[src/rtl/rtc_bus_master.sv]
// rtc_bus_master: two-phase transaction engine for a multiplexed
// address/data RTC bus. Each request runs an address phase, an idle gap,
// then a write or read data phase, and ends with a one-cycle done pulse.
//
// Build option: define RTC_READ_EN to compile in the read path. Without it
// every request is a write, rd_o is tied high and rdata_o reads zero.
//
// state  | meaning
// IDLE   | waiting for start_i, strobes released, lane not driven
// A_AD   | address strobe asserted
// A_CS   | chip select asserted
// A_WR   | write strobe asserted
// A_DRV  | address driven onto the lane
// A_HOLD | address held for PULSE_CYC cycles
// A_WRH  | write strobe released
// A_CSH  | chip select released
// A_ADH  | address strobe released
// GAP    | lane driven all ones for GAP_CYC cycles
// D_CS   | chip select asserted for the data phase
// D_STB  | wr (write) or rd (read) strobe asserted
// D_DRV  | write data driven, or lane left released for a read
// D_HOLD | data held for PULSE_CYC cycles, read data sampled on exit
// D_STBH | data strobe released
// D_CSH  | chip select released
// DONE   | done pulse, outputs back at idle values

module rtc_bus_master #(
  parameter int DATA_W    = 8,
  parameter int PULSE_CYC = 4,
  parameter int GAP_CYC   = 8
) (
  input  logic              clock_i,
  input  logic              reset_ni,
  input  logic              start_i,
  input  logic              rnw_i,
  input  logic [DATA_W-1:0] addr_i,
  input  logic [DATA_W-1:0] wdata_i,
  output logic              busy_o,
  output logic              done_o,
  output logic [DATA_W-1:0] rdata_o,
  output logic              ad_o,
  output logic              cs_o,
  output logic              wr_o,
  output logic              rd_o,
  output logic [DATA_W-1:0] ad_out_o,
  output logic              ad_oe_o,
  input  logic [DATA_W-1:0] ad_in_i
);

  typedef enum logic [4:0] {
    IDLE, A_AD, A_CS, A_WR, A_DRV, A_HOLD, A_WRH, A_CSH, A_ADH,
    GAP, D_CS, D_STB, D_DRV, D_HOLD, D_STBH, D_CSH, DONE
  } state_e;

  localparam logic [7:0] PULSE_LOAD = 8'(PULSE_CYC - 1);
  localparam logic [7:0] GAP_LOAD   = 8'(GAP_CYC - 1);

  state_e            state_q;
  logic [7:0]        cnt_q;
  logic              rnw_q;
  logic [DATA_W-1:0] addr_q;
  logic [DATA_W-1:0] wdata_q;
  logic [DATA_W-1:0] ad_out_q;
  logic              busy_q;
  logic              done_q;
  logic              ad_q;
  logic              cs_q;
  logic              wr_q;
  logic              oe_q;
  logic              hold_last;

  assign hold_last = (cnt_q == 8'd0);

`ifdef RTC_READ_EN
  localparam logic READ_EN = 1'b1;

  logic              rd_q;
  logic [DATA_W-1:0] rdata_q;

  // Read strobe and read-data capture, slaved to the data-phase states
  always_ff @(posedge clock_i or negedge reset_ni) begin
    if (!reset_ni) begin
      rd_q    <= 1'b1;
      rdata_q <= '0;
    end else if (rnw_q) begin
      if (state_q == D_CS) begin
        rd_q <= 1'b0;
      end else if (state_q == D_HOLD && hold_last) begin
        rd_q    <= 1'b1;
        rdata_q <= ad_in_i;
      end
    end
  end

  assign rd_o    = rd_q;
  assign rdata_o = rdata_q;
`else
  localparam logic READ_EN = 1'b0;

  logic unused_ad_in;
  assign unused_ad_in = ^ad_in_i;

  assign rd_o    = 1'b1;
  assign rdata_o = '0;
`endif

  // Transaction sequencer; every output is set on the edge entering a state
  always_ff @(posedge clock_i or negedge reset_ni) begin
    if (!reset_ni) begin
      state_q  <= IDLE;
      cnt_q    <= 8'd0;
      rnw_q    <= 1'b0;
      addr_q   <= '0;
      wdata_q  <= '0;
      ad_out_q <= '1;
      busy_q   <= 1'b0;
      done_q   <= 1'b0;
      ad_q     <= 1'b1;
      cs_q     <= 1'b1;
      wr_q     <= 1'b1;
      oe_q     <= 1'b0;
    end else begin
      done_q <= 1'b0;
      case (state_q)
        IDLE: begin
          if (start_i) begin
            rnw_q   <= rnw_i & READ_EN;
            addr_q  <= addr_i;
            wdata_q <= wdata_i;
            busy_q  <= 1'b1;
            ad_q    <= 1'b0;
            // write-only builds own the lane for the whole transaction
            oe_q    <= ~READ_EN;
            state_q <= A_AD;
          end
        end
        A_AD: begin
          cs_q    <= 1'b0;
          state_q <= A_CS;
        end
        A_CS: begin
          wr_q    <= 1'b0;
          state_q <= A_WR;
        end
        A_WR: begin
          ad_out_q <= addr_q;
          oe_q     <= 1'b1;
          state_q  <= A_DRV;
        end
        A_DRV: begin
          cnt_q   <= PULSE_LOAD;
          state_q <= A_HOLD;
        end
        A_HOLD: begin
          if (hold_last) begin
            wr_q    <= 1'b1;
            state_q <= A_WRH;
          end else begin
            cnt_q <= cnt_q - 8'd1;
          end
        end
        A_WRH: begin
          cs_q    <= 1'b1;
          state_q <= A_CSH;
        end
        A_CSH: begin
          ad_q    <= 1'b1;
          state_q <= A_ADH;
        end
        A_ADH: begin
          ad_out_q <= '1;
          oe_q     <= 1'b1;
          cnt_q    <= GAP_LOAD;
          state_q  <= GAP;
        end
        GAP: begin
          if (hold_last) begin
            cs_q <= 1'b0;
            // release the lane before rd can fall so the pad never fights the RTC
            if (rnw_q) oe_q <= 1'b0;
            state_q <= D_CS;
          end else begin
            cnt_q <= cnt_q - 8'd1;
          end
        end
        D_CS: begin
          if (!rnw_q) wr_q <= 1'b0;
          state_q <= D_STB;
        end
        D_STB: begin
          if (!rnw_q) begin
            ad_out_q <= wdata_q;
            oe_q     <= 1'b1;
          end
          state_q <= D_DRV;
        end
        D_DRV: begin
          cnt_q   <= PULSE_LOAD;
          state_q <= D_HOLD;
        end
        D_HOLD: begin
          if (hold_last) begin
            wr_q    <= 1'b1;
            state_q <= D_STBH;
          end else begin
            cnt_q <= cnt_q - 8'd1;
          end
        end
        D_STBH: begin
          cs_q    <= 1'b1;
          state_q <= D_CSH;
        end
        D_CSH: begin
          done_q   <= 1'b1;
          ad_out_q <= '1;
          oe_q     <= 1'b0;
          state_q  <= DONE;
        end
        DONE: begin
          busy_q  <= 1'b0;
          state_q <= IDLE;
        end
        default: state_q <= IDLE;
      endcase
    end
  end

  assign busy_o   = busy_q;
  assign done_o   = done_q;
  assign ad_o     = ad_q;
  assign cs_o     = cs_q;
  assign wr_o     = wr_q;
  assign ad_out_o = ad_out_q;
  assign ad_oe_o  = oe_q;

endmodule
[config.mk]
export PLATFORM = sky130hd
export DESIGN_NAME = rtc_bus_master
export DESIGN_NICKNAME = d
export VERILOG_FILES = /design/src/rtl/rtc_bus_master.sv
export SDC_FILE = /design/constraint.sdc
export NUM_CORES = 1
export LEC_CHECK = 0
export CAP_MARGIN = 30
export CORE_UTILIZATION = 45
export CTS_CLUSTER_DIAMETER = 80
export DETAILED_ROUTE_END_ITERATION = 6
export PLACE_DENSITY = 0.74
export SLEW_MARGIN = 20
export SYNTH_ARGS = -nofsm -noshare
export SYNTH_HDL_FRONTEND = slang
export SYNTH_SLANG_ARGS = --single-unit
[constraint.sdc]
create_clock -name clock_i -period 5.08 [get_ports clock_i]
set_clock_uncertainty 0.05 [all_clocks]
set_input_delay 1.016 -clock clock_i [delete_from_list [all_inputs] [get_ports clock_i]]
set_output_delay 1.016 -clock clock_i [all_outputs]
set_load 0.01 [all_outputs]
==> results of run 1 <==
## cell type report
class | instances | area (µm²) | area share (%)
clock buffers | 5 | 68.8 | 2.70
flip-flops and latches | 43 | 1090 | 42.8
well taps | 52 | 65.1 | 2.55
inverters | 7 | 26.3 | 1.03
repair buffers | 33 | 335 | 13.2
multi-input cells | 123 | 918 | 36.1
clock inverters | 3 | 43.8 | 1.72
## per-layer routing
metal  wire (µm)  share of wire [%]  track usage [%]  up-vias
met5           0                  0                0        -
met4          66                1.7             6.67        0
met3         182                4.6             5.27        6
met2        1860                 47             27.5       38
met1        1880                 47             22.8      725
li1            -                  -                -      712
## report_power, final
group	switching [µW]	internal, µW
clock	124	146
sequential	153	524
combinational	270	329
total	547	1000
## registers in the layout, indices dropped and copies added (netlist names)
name      count
busy_o        1
ad_o          1
state_q       5
wr_o          1
done_o        1
addr_q        8
wdata_q       8
cnt_q         8
ad_out_o      8
cs_o          1
ad_oe_o       1
## worst paths after layout
kind	to	slack [ns]	cells after the start
min	ad_o	0.44	2
min in group asynchronous	cnt_q[1]	0.56	1
min reg2reg	ad_o	0.44	2
max in group asynchronous	ad_out_o[1]	3.87	2
max	ad_out_o[5]	2.63	1
max reg2reg	ad_out_o[1]	3.01	4
## cells by family (layout without fill, tap and decap cells)
group / count (synthesis) / in the layout / synth area share [%]
and+or+nand+nor: 52 / 52 / 15.4
buffers and inverters: 23 / 48 / 6.38
AOI/OAI and AO/OA: 42 / 42 / 16.0
xor gates and xnor gates: 2 / 2 / 0.828
adders and majority gates: 1 / 1 / 0.591
muxes: 17 / 17 / 8.98
DFF: 43 / 43 / 51.5
other: 2 / 9 / 0.355
## synthesized netlist by cell type, types with 2 or more instances
cell | count | share of area (%)
a211o_1 | 2 | 0.83
a21oi_1 | 4 | 0.95
a22o_1 | 2 | 0.83
a31oi_1 | 2 | 0.59
and3_1 | 3 | 0.89
buf_2 | 3 | 0.71
buf_4 | 10 | 3.5
clkbuf_1 | 2 | 0.35
conb_1 | 2 | 0.35
dfrtp_1 | 32 | 38
dfstp_2 | 11 | 14
inv_1 | 6 | 1.1
mux2_2 | 16 | 8.5
nand2_1 | 10 | 1.8
nand2b_1 | 7 | 2.1
nand3_1 | 4 | 0.95
nor2_1 | 9 | 1.6
nor4_2 | 2 | 1.2
o211ai_2 | 2 | 1.2
o21ai_0 | 4 | 0.95
o21ai_1 | 3 | 0.71
o221a_2 | 8 | 4.3
o31ai_1 | 5 | 1.8
or2b_1 | 2 | 0.71
or4_4 | 2 | 1.1
## through the flow
step	total power [µW]	std cells	hold slack (ns)	cell area (µm²)	util [%]
2_1_floorplan	1090	189	0.420	2140	-
3_3_place_gp	1260	257	0.422	2410	54.3
3_5_place_dp	1280	257	0.433	2410	54.3
4_1_cts	1550	265	0.445	2530	56.9
5_1_grt	1650	266	0.466	2550	57.3
6_report	1550	266	0.441	2550	57.3
==> implementation parameters, run 1 <==
Parameter                              Value

Min path
  Type of the tightest min-delay check    reg -> reg
  Startpoint of the lowest-slack hold path    ad_o

STA
  Number of endpoints with negative hold slack in the final report    0
  Max Transition Viols Final    0
  Number of endpoints failing setup at the final stage    0
  Worst Tran Pin Value    0.695 ns
  Setup TNS    0 ns
  Headroom to the max-slew limit    53.5%
  Final Cycle Share    48.3%
  Post-route worst setup slack    2.63 ns
  Unrepaired setup endpoints after global routing    false
  Minimum clock period after layout    2.45 ns
  Fmax achieved    408 MHz

Synth
  Cell variety after synth    54
  YS warnings    0
  Flip-flop and latch count after synthesis    43
  Sequential element share of the synthesized area    51.5%
  Summed instance area of the synthesized netlist    2120 µm²
  Number of enable flip-flop cells after synthesis    0
  Number of standard cells after synthesis    182
  Synthesized area per cell    11.6 µm²
  Proportion of register bits with asynchronous set or reset after synthesis    100%
  Prevailing post-synth register cell    dfrtp_1

Worst setup path
  Slowest stage cell, crit path    dfstp_2
  Endpoint kind of the worst setup timing path    output pin
  Count of buffering cells on the critical path with inverters included    1
  Largest delay contributor family on the critical path    flip-flops
  Worst setup path startpoint    ad_out_o[5]
  Worst-path maximum fanout    2
  Reg-to-reg critical path startpoint    state_q[0]
  Slowest cell delay on critical path    0.55 ns
  Setup Crit Path Kind    reg -> out
  Crit path cell chain    clkdlybuf4s50_1
  Worst Setup Start Kind    flip-flop
  Data arrival time at the worst-slack endpoint    1.39 ns
  Data required time of the worst path    4.01 ns

Global route
  Total grt overflow    0
  Largest net degree at the start of global routing    44
  Initial antenna violation count    0
  Overall routing resource usage    17.4%
  Via count of the first global-routing pass    1,382
  Global-route wire length before repair    6620 µm

Floorplanning
  Die height    70.6 µm
  Placeable Area    4440 µm²
  Die area    4980 µm²
  Horizontal extent of the die    70.6 µm
  Total I/O pin count    51
  Effective utilization at floorplan    47.6%
  Row count    24

Clocking
  CTS hold repair buffers    0
  Root buffer cell    clkbuf_8
  Buffers inserted during post-CTS setup optimization    0
  Maximum buffer depth of the clock tree    2
  Clock tree from TritonCTS    yes
  Number of H-tree branching levels    2
  # resized after CTS    0
  Clock Latency Late Sink    0.31 ns
  Cts bufs inserted    5
  Num Clock Sinks    43
  Clock transition time at the flip-flop clock pins of the worst setup and hold paths    0.08 ns

Cells and area
  Layout overhead on the synthesized area    20.3%
  Most common cell after layout, fill and taps aside    dfrtp_1
  Antenna diode count    0
  Fraction of final layout cells with drive strength greater than 1    28.0%
  Number of fillers in the final layout    393
  Net count, final    242
  Commonest cells after routing, fill and taps aside    32 x dfrtp_1, 31 x clkdlybuf4s50_1, 16 x mux2_2, 11 x dfstp_2, 10 x nand2_1

Run
  Max capacitance violation total    0

Place
  Number of port buffers    32
  Dpl hpwl    2680 µm
  Placer's final routability congestion estimate    0.755
  Worst slack after detailed placement    2.30 ns

Route
  Wirelength per Cell    15.0 µm
  DR vias    1,481
  First DRT Iteration DRCs    78
  Initial DRT Pass Iterations    6
  Number of antenna-violating nets in the routed design    0
  Detailed-route vias per instance    5.57
  Number of remaining DRC errors    4
  Total wirelength of the detailed-routed design    3990 µm

Pwr
  Pwr/cell area    607 nW/µm²
  Worst supply voltage drop on vdd    0.252 mV
  Leakage power total    0.00106 µW

Run status
  Outcome    complete, but fails checks
  Failing checks    DRC
Power figures use the tool's default switching activity.
==> run 2: changes to the inputs <==
==> constraint.sdc (replaced) <==
create_clock -name clock_i -period 2.3 [get_ports clock_i]
set_clock_uncertainty 0.05 [all_clocks]
set_input_delay 0.46 -clock clock_i [delete_from_list [all_inputs] [get_ports clock_i]]
set_output_delay 0.46 -clock clock_i [all_outputs]
set_load 0.01 [all_outputs]
==> run 2 against run 1 <==
Effect of this change: the run still ends with DRC left; highest routed layer unchanged; die area unchanged; clock power grew 76%; utilization fell by 0.56 points.
==> implementation parameters, run 2 (synthesized netlist as in run 1, its figures left out) <==
Parameter                              Value

Run status
  Outcome    complete, but fails checks (unchanged)
  Failing checks    DRC (unchanged)

Global route
  Global-route wire length before repair    6970 µm (was 6620 µm)
  Via count of the first global-routing pass    1,430 (was 1,382)
  Total grt overflow    0 (unchanged)
  Overall routing resource usage    18.0% (was 17.4%)
  Initial antenna violation count    0 (unchanged)
  Largest net degree at the start of global routing    44 (unchanged)

Route
  Met3 WL post-DR    149 µm (was 182 µm)
  Number of antenna-violating nets in the routed design    0 (unchanged)
  Total wirelength of the detailed-routed design    4100 µm (was 3990 µm)
  Routed length on met1    1930 µm (was 1880 µm)
  First DRT Iteration DRCs    162 (was 78)
  Wirelength per Cell    15.3 µm (was 15.0 µm)
  Detailed-route vias per instance    5.55 (was 5.57)
  Number of remaining DRC errors    4 (unchanged)
  DR vias    1,487 (was 1,481)
  Topmost layer with routed signal wires    met4 (unchanged)
  Amount of wire on met2 after detailed routing    1960 µm (was 1860 µm)
  Initial DRT Pass Iterations    6 (unchanged)

Cells and area
  Most common cell after layout, fill and taps aside    dfrtp_1 (unchanged)
  Non-Filler Instances    268 (was 266)
  Fraction of final layout cells with drive strength greater than 1    28.2% (was 28.0%)
  Antenna diode count    0 (unchanged)
  Layout overhead on the synthesized area    19.1% (was 20.3%)
  Commonest cells after routing, fill and taps aside    32 x dfrtp_1, 31 x clkdlybuf4s50_1, 16 x mux2_2, 11 x dfstp_2, 10 x nand2_1 (unchanged)
  Net count, final    244 (was 242)

Place
  # placed instances    260 (was 257)
  Placer's final routability congestion estimate    0.794 (was 0.755)
  Number of port buffers    32 (unchanged)
  Dpl hpwl    2740 µm (was 2680 µm)

Floorplanning
  Effective utilization at floorplan    47.6% (unchanged)
  Total I/O pin count    51 (unchanged)
  Row count    24 (unchanged)
  Die height    70.6 µm (unchanged)
  Placeable Area    4440 µm² (unchanged)
  Horizontal extent of the die    70.6 µm (unchanged)
  Die area    4980 µm² (unchanged)

Clocking
  Clock transition time at the flip-flop clock pins of the worst setup and hold paths    0.08 ns (about the same)
  Num Clock Sinks    43 (unchanged)
  Root buffer cell    clkbuf_8 (unchanged)
  # resized after CTS    0 (unchanged)
  Maximum buffer depth of the clock tree    2 (unchanged)
  Clock Latency Late Sink    0.30 ns (was 0.31 ns)
  Number of H-tree branching levels    2 (unchanged)
  Buffers inserted during post-CTS setup optimization    0 (unchanged)
  CTS hold repair buffers    0 (unchanged)
  Cts bufs inserted    5 (unchanged)
  Clock tree from TritonCTS    yes (unchanged)

Pwr
  Leakage power total    0.00105 µW (was 0.00106 µW)
  Worst supply voltage drop on vdd    0.540 mV (was 0.252 mV)
  Pwr/cell area    1320 nW/µm² (was 607 nW/µm²)

Worst setup path
  Data arrival time at the worst-slack endpoint    2.05 ns (was 1.39 ns)
  Crit path cell chain    inv_1, ha_1, or3b_1, o211ai_2, o21ai_1, a22o_1 (was clkdlybuf4s50_1)
  Terminus of the critical flop-to-flop path    cnt_q[3] (was ad_out_o[1])
  Slowest cell delay on critical path    0.45 ns (was 0.55 ns)
  Worst-path maximum fanout    5 (was 2)
  Setup slack, reg-to-reg    0.39 ns (was 3.01 ns)
  Worst Reg-to-Reg Cells    6 (was 4)
  Data required time of the worst path    2.44 ns (was 4.01 ns)
  Endpoint kind of the worst setup timing path    flip-flop (was output pin)
  Setup Crit Path Kind    reg -> reg (was reg -> out)
  Worst Setup Start Kind    flip-flop (unchanged)
  Slowest stage cell, crit path    or3b_1 (was dfstp_2)
  Reg-to-reg critical path startpoint    cnt_q[0] (was state_q[0])

STA
  Setup TNS    0 ns (unchanged)
  Number of endpoints failing setup at the final stage    0 (unchanged)
  Final Cycle Share    83.1%
  Minimum clock period after layout    1.91 ns
  Headroom to the max-slew limit    65.0% (was 53.5%)
  Fmax achieved    523 MHz
  Unrepaired setup endpoints after global routing    false (unchanged)
  Max Transition Viols Final    0 (unchanged)
  Number of endpoints with negative hold slack in the final report    0 (unchanged)
  Worst Tran Pin Value    0.524 ns (was 0.695 ns)

Min path
  Type of the tightest min-delay check    in -> async (was reg -> reg)

Run
  Max capacitance violation total    0 (unchanged)
==> run 2: changes by cell type in the layout (fill, tap and decap cells not counted) <==
| cell | previous run | this run |
|---|---|---|
| buf_4 | 0 | 3 |
| buf_12 | 1 | 0 |
| bufinv_16 | 1 | 0 |
| clkbuf_1 | 0 | 1 |
| clkinv_4 | 1 | 0 |
| clkinvlp_4 | 0 | 1 |
==> run 2: area by class of cell <==
class	instances	area, µm²
clock buffer	6	72.6
tap	52	65.1
timing repair buffer	35	338
sequential	43	1090
multi-input combinational	123	918
clock inverter	2	12.5
inverter	7	26.3
fill	387	1920
==> run 2: worst max path at each step <==
stage                        start         to  slack, ns
after global routing      cnt_q[0]   cnt_q[3]       0.26
final                     cnt_q[0]   cnt_q[3]       0.39
after CTS                 cnt_q[0]   cnt_q[3]       0.40
after detailed placement   start_i  addr_q[4]       0.40
after floorplan           cnt_q[0]   cnt_q[3]       0.58
after global placement     start_i  addr_q[0]       0.41
==> run 2: report_power, final <==
| group | switching [µW] | internal (µW) |
|---|---|---|
| Clock | 264 | 212 |
| Sequential | 349 | 1160 |
| Combinational | 607 | 732 |
==> run 2: per-layer routing <==
layer / up-vias / track usage (%)
met5: - / 0
met4: 0 / 6.00
met3: 5 / 4.27
met2: 31 / 29.0
met1: 734 / 24.2
li1: 717 / -
==> run 2: through the flow <==
stage | hold slack [ns] | setup slack (ns) | utilization [%] | instance area [µm²] | power, µW
after floorplan | 0.114 | 0.582 | - | 2140 | 2420
after global placement | 0.423 | 0.414 | 54.8 | 2440 | 2790
after detailed placement | 0.429 | 0.400 | 54.8 | 2440 | 2850
after CTS | 0.189 | 0.398 | 56.8 | 2520 | 3340
after global routing | 0.211 | 0.260 | 56.8 | 2520 | 3550
final | 0.168 | 0.390 | 56.8 | 2520 | 3320
==> run 2: worst max-delay path: cells and delay by family (launching register included) <==
family | cells | cell delay (ns)
and+or+nand+nor | 1 | 0.45
AOI/OAI and AO/OA | 3 | 0.59
adders and majority gates | 1 | 0.20
buffers and inverters | 1 | 0.11
DFF | 1 | 0.40
==> run 3: changes to the inputs <==
--- a/config.mk
+++ b/config.mk
@@ -6,10 +6,10 @@
 export NUM_CORES = 1
 export LEC_CHECK = 0
 export CAP_MARGIN = 30
-export CORE_UTILIZATION = 45
+export CORE_UTILIZATION = 44
 export CTS_CLUSTER_DIAMETER = 80
 export DETAILED_ROUTE_END_ITERATION = 6
-export PLACE_DENSITY = 0.74
+export PLACE_DENSITY = 0.75
 export SLEW_MARGIN = 20
 export SYNTH_ARGS = -nofsm -noshare
 export SYNTH_HDL_FRONTEND = slang
==> constraint.sdc (replaced) <==
create_clock -name clock_i -period 1.55 [get_ports clock_i]
set_clock_uncertainty 0.05 [all_clocks]
set_input_delay 0.31 -clock clock_i [delete_from_list [all_inputs] [get_ports clock_i]]
set_output_delay 0.31 -clock clock_i [all_outputs]
set_load 0.01 [all_outputs]
==> run 3 against run 2 <==
Effect of this change: the flow finishes with violations (DRC, setup timing); global-route usage rose by 2.3 points; non-clock buffer count up 37; clock power up 47%; flip-flop and latch count stayed put; worst setup slack worse by 0.55 ns; routed wire length increased by 17%; fmax increased by 12%; largest cell class unchanged.
==> implementation parameters, run 3 (synthesized netlist as in run 1, its figures left out) <==
Parameter                              Value

Clocking
  Cts bufs inserted    5 (unchanged)
  Num Clock Sinks    43 (unchanged)
  Clock Latency Late Sink    0.29 ns (was 0.30 ns)
  Clock tree from TritonCTS    yes (unchanged)
  Maximum buffer depth of the clock tree    2 (unchanged)
  Clock transition time at the flip-flop clock pins of the worst setup and hold paths    0.08 ns (about the same)
  Root buffer cell    clkbuf_8 (unchanged)
  Number of H-tree branching levels    2 (unchanged)

Worst setup path
  Slowest cell delay on critical path    0.42 ns (was 0.45 ns)
  Worst-path maximum fanout    5 (unchanged)
  Endpoint kind of the worst setup timing path    flip-flop (unchanged)
  Data arrival time at the worst-slack endpoint    1.84 ns (was 2.05 ns)
  Setup Crit Path Kind    reg -> reg (unchanged)
  Slowest stage cell, crit path    or3b_4 (was or3b_1)
  Worst Setup Start Kind    flip-flop (unchanged)
  Crit path cell chain    inv_2, ha_4, or3b_4, o211ai_4, buf_4, o211ai_2 (was inv_1, ha_1, or3b_1, o211ai_2, o21ai_1, a22o_1)
  Data required time of the worst path    1.68 ns (was 2.44 ns)

Route
  Number of remaining DRC errors    3 (was 4)
  Number of antenna-violating nets in the routed design    0 (unchanged)
  Total wirelength of the detailed-routed design    4800 µm (was 4100 µm)
  Detailed-route vias per instance    5.38 (was 5.55)
  DR vias    1,640 (was 1,487)
  Initial DRT Pass Iterations    7 (was 6)
  First DRT Iteration DRCs    42 (was 162)
  Wirelength per Cell    15.7 µm (was 15.3 µm)

Cells and area
  Commonest cells after routing, fill and taps aside    36 x buf_4, 29 x dfrtp_1, 17 x clkdlybuf4s50_1, 16 x mux2_2, 13 x dlygate4sd2_1 (was 32 x dfrtp_1, 31 x clkdlybuf4s50_1, 16 x mux2_2, 11 x dfstp_2, 10 x nand2_1)
  Most common cell after layout, fill and taps aside    buf_4 (was dfrtp_1)
  Fraction of final layout cells with drive strength greater than 1    44.7% (was 28.2%)
  Post-route cell area    2930 µm² (was 2520 µm²)
  Antenna diode count    0 (unchanged)
  Combined flip-flop and latch cell area    1090 µm² (about the same)
  Number of fillers in the final layout    345 (was 387)
  Non-Filler Instances    305 (was 268)
  Layout overhead on the synthesized area    38.5% (was 19.1%)
  Net count, final    281 (was 244)
  Footprint of the multi-input gates    1030 µm² (was 918 µm²)
  Final core area utilization    65.5% (was 56.8%)

Floorplanning
  Horizontal extent of the die    71.4 µm (was 70.6 µm)
  Row count    24 (unchanged)
  Placeable Area    4470 µm² (was 4440 µm²)
  Effective utilization at floorplan    47.3% (was 47.6%)
  Die height    71.4 µm (was 70.6 µm)
  Die area    5090 µm² (was 4980 µm²)
  Total I/O pin count    51 (unchanged)

Run
  Max capacitance violation total    0 (unchanged)

STA
  Number of endpoints failing setup at the final stage    8 (was 0)
  Max Transition Viols Final    0 (unchanged)
  Post-route worst setup slack    -0.161 ns (was 0.390 ns)
  Minimum clock period after layout    1.71 ns (was 1.91 ns)
  Setup TNS    -0.932 ns (was 0 ns)
  Final Cycle Share    110% (was 83.1%)
  Number of endpoints with negative hold slack in the final report    0 (unchanged)
  Fmax achieved    585 MHz (was 523 MHz)
  Unrepaired setup endpoints after global routing    true (was false)

Place
  Worst slack after detailed placement    -0.142 ns (was 0.400 ns)
  Dpl hpwl    3270 µm (was 2740 µm)
  Placed instance area    2750 µm² (was 2440 µm²)
  Number of port buffers    32 (unchanged)
  Placer's final routability congestion estimate    0.884 (was 0.794)
  # placed instances    293 (was 260)

Global route
  Initial antenna violation count    0 (unchanged)
  Global-route wire length before repair    7790 µm (was 6970 µm)
  Total grt overflow    0 (unchanged)
  Via count of the first global-routing pass    1,616 (was 1,430)
  Overall routing resource usage    20.3% (was 18.0%)
  Largest net degree at the start of global routing    29 (was 44)

Pwr
  Leakage power total    0.00130 µW (was 0.00105 µW)
  Worst supply voltage drop on vdd    0.923 mV (was 0.540 mV)
  Pwr/cell area    1950 nW/µm² (was 1320 nW/µm²)

Run status
  Failing checks    DRC, setup timing (was DRC)
  Outcome    complete, but fails checks (unchanged)

Min path
  Type of the tightest min-delay check    in -> async (unchanged)
==> run 3: cell types whose count changed in the layout (fill, tap and decap cells not counted), moves of 2 or more <==
cell             before  now
buf_12                0    2
buf_4                 3   36
clkdlybuf4s50_1      31   17
dfrtp_1              32   29
dfrtp_2               0    3
dlygate4sd2_1         0   13
inv_1                 6    4
inv_2                 1    3
nor4_2                2    0
nor4_4                0    2
nor4b_4               0    2
o31ai_1               5    3
o31ai_2               0    2
==> run 3: layer usage <==
metal  up-vias  track usage, %  part of all wire [%]
met3         4            4.92                   4.2
li1        790               -                     -
met1       794            27.3                    45
met2        52            32.0                    49
met5         -               0                     0
met4         0            7.78                   1.1
==> run 3: final cells by class <==
cell class                 instances  area share, %
sequential                        43           37.3
multi-input combinational        123           35.1
timing repair buffer              72           21.6
clock buffer                       6           2.47
tap                               52           2.22
inverter                           7          0.896
clock inverter                     2          0.427
==> run 3: per-stage QoR <==
step / hold WS (ns) / power, µW
final: 0.425 / 5720
after global routing: 0.472 / 6100
after CTS: 0.438 / 5590
after detailed placement: 0.224 / 4870
after global placement: 0.217 / 4780
after floorplan: -0.0356 / 3670
==> run 3: what timing repair did <==
item | CTS | global route
hold endpoints to repair | 13 | 0
endpoints found under the setup margin | 23 | 20
hold buffers | 1 | 0
gates resized for setup | 19 | 13
pin swaps | 2 | 2
buffers inserted | 1 | 2
==> run 3: critical path, delay by kind of cell, from the launching register on <==
kind / cells / cell delay (ns)
adders and majority gates: 1 / 0.13
and+or+nand+nor: 1 / 0.42
DFF: 1 / 0.41
AOI/OAI and AO/OA: 2 / 0.35
buffers and inverters: 2 / 0.25
==> run 3: path summary, 6_finish.rpt <==
kind,start,to,slack [ns],depth (start not counted)
max in group asynchronous,reset_ni,ad_out_o[6],0.47,3
min in group clock_i,ad_o,ad_o,0.45,2
max reg2reg,cnt_q[0],cnt_q[5],-0.16,6
min,reset_ni,cnt_q[3],0.43,2
max,cnt_q[0],cnt_q[5],-0.16,6
min reg2reg,ad_o,ad_o,0.45,2
==> run 3: report_power, final <==
group	switching [µW]	internal, µW	total [µW]
combinational	1390	1570	2960
sequential	335	1730	2060
clock	387	315	702
total	2110	3620	5720
